## src/rtl/mdu_wb_fifo.sv

```systemverilog
// MDU writeback FIFO: buffers completed MDU results in order until the CDB arbiter grants them.
// Optional same-cycle bypass when empty is enabled by defining MDU_WB_FIFO_BYPASS_EN.
package mdu_wb_pkg;
    typedef struct packed {
        logic       fetch_exception;
        logic [3:0] exc_code;
    } exc_info_t;

    typedef struct packed {
        exc_info_t exc_info;
        logic      is_mdu;
    } ctrl_t;

    typedef struct packed {
        logic       is_load;
        logic       is_store;
        logic [1:0] ls_size;
    } lsu_info_t;

    typedef struct packed {
        logic [31:0] w_data;
        logic [5:0]  rob_id;
        logic [4:0]  w_reg;
        logic        r_valid;
        lsu_info_t   lsu_info;
        ctrl_t       ctrl;
    } cdb_info_t;
endpackage

module mdu_wb_fifo
    import mdu_wb_pkg::*;
#(
    parameter int DEPTH = 4
) (
    input  logic                     clk,
    input  logic                     rst_n,
    input  logic                     flush,
    input  logic                     entry_valid_i,
    input  cdb_info_t                result_i,
    output logic                     fifo_ready_o,
    output logic                     cdb_valid_o,
    output cdb_info_t                cdb_o,
    input  logic                     cdb_ready_i,
    output logic [$clog2(DEPTH):0]   count_o
);
    localparam int                 PTR_LEN = $clog2(DEPTH);
    localparam logic [PTR_LEN:0]   L_FULL  = (PTR_LEN+1)'(DEPTH);
    localparam logic [PTR_LEN-1:0] L_PTR1  = PTR_LEN'(1);
    localparam logic [PTR_LEN:0]   L_CNT1  = (PTR_LEN+1)'(1);

    cdb_info_t          r_mem [DEPTH];
    logic [PTR_LEN-1:0] r_head;
    logic [PTR_LEN-1:0] r_tail;
    logic [PTR_LEN:0]   r_count;

    logic w_nempty;
    logic w_push;
    logic w_pop;

    assign w_nempty     = (r_count != '0);
    assign fifo_ready_o = (r_count != L_FULL);
    assign count_o      = r_count;
    assign w_pop        = w_nempty & cdb_ready_i;

`ifdef MDU_WB_FIFO_BYPASS_EN
    logic w_byp;
    logic w_byp_take;

    // An empty FIFO forwards the incoming result directly; if granted, it is never stored.
    assign w_byp       = ~w_nempty & entry_valid_i;
    assign w_byp_take  = w_byp & cdb_ready_i;
    assign w_push      = entry_valid_i & fifo_ready_o & ~w_byp_take;
    assign cdb_valid_o = w_nempty | w_byp;
    assign cdb_o       = w_nempty ? r_mem[r_head] : (w_byp ? result_i : '0);
`else
    assign w_push      = entry_valid_i & fifo_ready_o;
    assign cdb_valid_o = w_nempty;
    assign cdb_o       = w_nempty ? r_mem[r_head] : '0;
`endif

    always_ff @(posedge clk) begin
        if (!rst_n || flush) begin
            r_head  <= '0;
            r_tail  <= '0;
            r_count <= '0;
        end else begin
            if (w_push) r_tail <= r_tail + L_PTR1;
            if (w_pop)  r_head <= r_head + L_PTR1;
            case ({w_push, w_pop})
                2'b10:   r_count <= r_count + L_CNT1;
                2'b01:   r_count <= r_count - L_CNT1;
                default: r_count <= r_count;
            endcase
        end
    end

    // Payload is never reset; a write during flush is harmless since tail does not advance.
    always_ff @(posedge clk) begin
        if (w_push) r_mem[r_tail] <= result_i;
    end
endmodule

```

## config.mk

```make
export PLATFORM = sky130hd
export DESIGN_NAME = mdu_wb_fifo
export DESIGN_NICKNAME = d
export VERILOG_FILES = /design/src/rtl/mdu_wb_fifo.sv
export SDC_FILE = /design/constraint.sdc
export NUM_CORES = 1
export LEC_CHECK = 0
export ABC_AREA = 1
export CORE_UTILIZATION = 55
export DETAILED_ROUTE_END_ITERATION = 10
export GPL_TIMING_DRIVEN = 0
export HOLD_SLACK_MARGIN = 0.02
export MAX_ROUTING_LAYER = met4
export PLACE_DENSITY = 0.8
export SKIP_CTS_REPAIR_TIMING = 1
export SLEW_MARGIN = 20
export SYNTH_ARGS = -nofsm -noshare
export SYNTH_HDL_FRONTEND = slang
export SYNTH_SLANG_ARGS = --single-unit
```

## constraint.sdc

```tcl
create_clock -name clk -period 4.5 [get_ports clk]
set_input_delay 0.9 -clock clk [delete_from_list [all_inputs] [get_ports clk]]
set_output_delay 0.9 -clock clk [all_outputs]
set_load 0.05 [all_outputs]
```

==> run metrics, run 1 <==
layout filler cell count 999; Avg WL per Cell 19.8 um; Lkg Pwr 3.85 nW; layout cell share with drive strength beyond 1 8.29%; CORE AREA 15400 sq um; hold crit path type register to register; Placed Instances 1043; top cells by count, synth 227 x nor2_1, 216 x edfxtp_1, 89 x o21ai_0; status complete, no violations; Antenna Cells 0; hpwl dp 13.0 mm; Fin Setup TNS 0 ns; largest net degree at the start of global routing 24; Placer Congestion 0.803; Congestion Overflow GR 0; synthesized instance count 707; setup violators final 0; Post-Syn Area 8820 sq um; hold_ws 0.507 ns; fraction of registers with async set/reset 0%; H-Tree Depth 1; Cell Pwr Density 418 nW/um^2; vias in the first global route 6327; Period minus WS final 3.74 ns; FF-to-FF setup slack 2.16 ns; top post-synthesis cells by area edfxtp_1 74%, nor2_1 9.7%, o21ai_0 5.0%; RSZ-0062 raised after global routing no; TritonCTS clock tree built; area delta synth->final 26.5%; Post-synth top flop edfxtp_1; detailed-route wire length 21.3 mm; Setup CP Type register to output port; Design Area, Final 11200 sq um; DIE AREA 16600 sq um; Final Hold Fails 0; GRT Resource Usage Total 27.0%; Finished Layout Cells 1080; Seq/Total Area, Yosys 75.5%; FF-to-FF path depth 6; Synth Net Count 772; first-pass GRT wire length 32.5 mm; Startpoint Class register; IO Count 118; initial antenna violation count 0; Max VDD drop 0.382 mV; Hold Crit Start r_head[1]$_SDFFE_PP0P_; Slew Limit Headroom 49.2%; starting density of the core 57.2%; CP max FO 10; Final period util 83.2%; Slew Viols, Final 0; Placement Setup Slack 1.36 ns; fin worst setup slack 0.756 ns; root buffer cell clkbuf_16; mux cell area share after synthesis 0%; placed cell area 10500 sq um; Pwr Total 4.67 mW; Worst Tran Pin Value 0.760 ns; IO buf count 117; EDFF count, synth 216; most common cell in the netlist nor2_1; Post-route DRC 0; Max Cap Viol 0; syn avg cell area 12.5 sq um; remaining antenna violation count 0; Synth Area in Adders 0.936%; CTS Sinks 225; FF+latch count, synth 225; largest family of logic cells by synthesized area simple AND/OR/NAND/NOR gates; Clock transition at path regs 0.06 ns; Via density 5.66; f_max 267 MHz; die width 129 um; Critical R2R Capture r_mem[0][33]$_DFFE_PP_; fin util 72.4%; post-synthesis xor/xnor area fraction 0%; Crit. End Element output port; Unique masters post-synth 17; Compound-Gate Fraction of Synth Area 9.53%; cell taking the most area after synthesis edfxtp_1; hold depth 2; post-layout net count 921; initial DRC count 566; clock skew 0.0161 ns; worst r2r src count_o[0]$_SDFFE_PP0P_; crit path DAT 2.84 ns; CTS Buf Count 22; Via Count 6109; top cell type's share of synthesized area 73.5%; CP required 3.60 ns; synth warn 0; post-synthesis simple-gate area fraction 10.7%; Pre-Repair DR Iteration Count 5; Skew-Pair Late Insertion Delay 0.50 ns; Cell Rows 45; CTS Buffer Depth 3; height of the die 129 um
[logic make-up (layout without fill, tap and decap cells)]
logic type               after synthesis  count (layout)
adder cells (fa/ha/maj)                6               6
flip-flops                           225             225
buffers and inverters                 59             221
AO/OA/AOI/OAI                        168             168
AND/OR/NAND/NOR                      249             249
[per-layer routing]
layer / track usage (%) / vias to the layer above / part of all wire [%]
met3: 4.28 / 56 / 7.3
met2: 46.4 / 317 / 52
li1: - / 2787 / -
met5: - / - / 0
met1: 32.1 / 2949 / 38
met4: 10.7 / 0 / 2.8
[layout make-up]
cell class / count / area (sq um) / share of cell area (%)
repair buffers: 125 / 1360 / 12.2
plain buffers: 39 / 216 / 1.94
flip-flops and latches: 225 / 6670 / 59.7
inverters: 20 / 77.6 / 0.695
multi-input cells: 423 / 1890 / 17.0
well taps: 211 / 264 / 2.36
clock buffers: 28 / 594 / 5.32
clock inverters: 9 / 92.6 / 0.829
[worst max-delay path: stages (launching register included)]
cell and delay (ns):
dfxtp_1 0.31, buf_4 0.20, inv_2 0.13, buf_2 0.24, nor2_1 0.22, o21ai_0 0.15, a21oi_1 0.25, clkdlybuf4s50_1 0.85
[flip-flops by register name (all words and copies together) (netlist names), named ones only]
name and cells:
r_head 2, r_tail 2, r_mem 216, count_o 3
[power breakdown]
group | internal, mW | switching, mW
logic | 0.176 | 0.348
clock network | 1.04 | 0.737
registers | 2.35 | 0.0152
total | 3.57 | 1.10
[cells in the final DEF, fill, tap and decap left out]
cell,netlist,layout
buf_6,5,5
o21ai_1,20,20
buf_12,0,4
clkbuf_1,12,17
nand2_1,17,17
inv_1,17,17
clkbuf_16,0,23
o21ai_0,89,89
inv_2,2,2
nor2_1,227,223
clkinv_1,0,2
dfxtp_1,9,9
buf_4,2,2
nand3_1,5,5
edfxtp_1,216,216
a21oi_1,59,59
fa_1,1,1
bufinv_16,0,2
nor2_4,0,4
clkdlybuf4s50_1,0,117
buf_16,0,4
clkinv_2,0,5
inv_4,1,1
buf_2,20,20
ha_1,5,5
[worst max path at each step]
stage	start	endpoint
2_1_floorplan	count_o[1]$_SDFFE_PP0P_	r_mem[0][0]$_DFFE_PP_
3_3_place_gp	entry_valid_i	r_mem[2][31]$_DFFE_PP_
3_5_place_dp	entry_valid_i	r_mem[0][28]$_DFFE_PP_
4_1_cts	register	cdb_o[13]
5_1_grt	register	cdb_o[0]
6_report	register	cdb_o[13]
Power figures use the tool's default switching activity.
==> run 2: changes to the inputs <==
==> constraint.sdc (replaced) <==
create_clock -name clk -period 3.85 [get_ports clk]
set_input_delay 0.77 -clock clk [delete_from_list [all_inputs] [get_ports clk]]
set_output_delay 0.77 -clock clk [all_outputs]
set_load 0.05 [all_outputs]
==> results of run 2 <==
Same layout as run 1 (identical final DEF). Status: complete, no violations.
Among the figures that moved: setup slack after placement 1.36 ns -> 0.841 ns; setup slack after layout 0.756 ns -> 0.236 ns; register-to-register setup slack 2.16 ns -> 1.51 ns; total power 4.67 mW -> 5.46 mW; worst IR drop on VDD 0.382 mV -> 0.446 mV
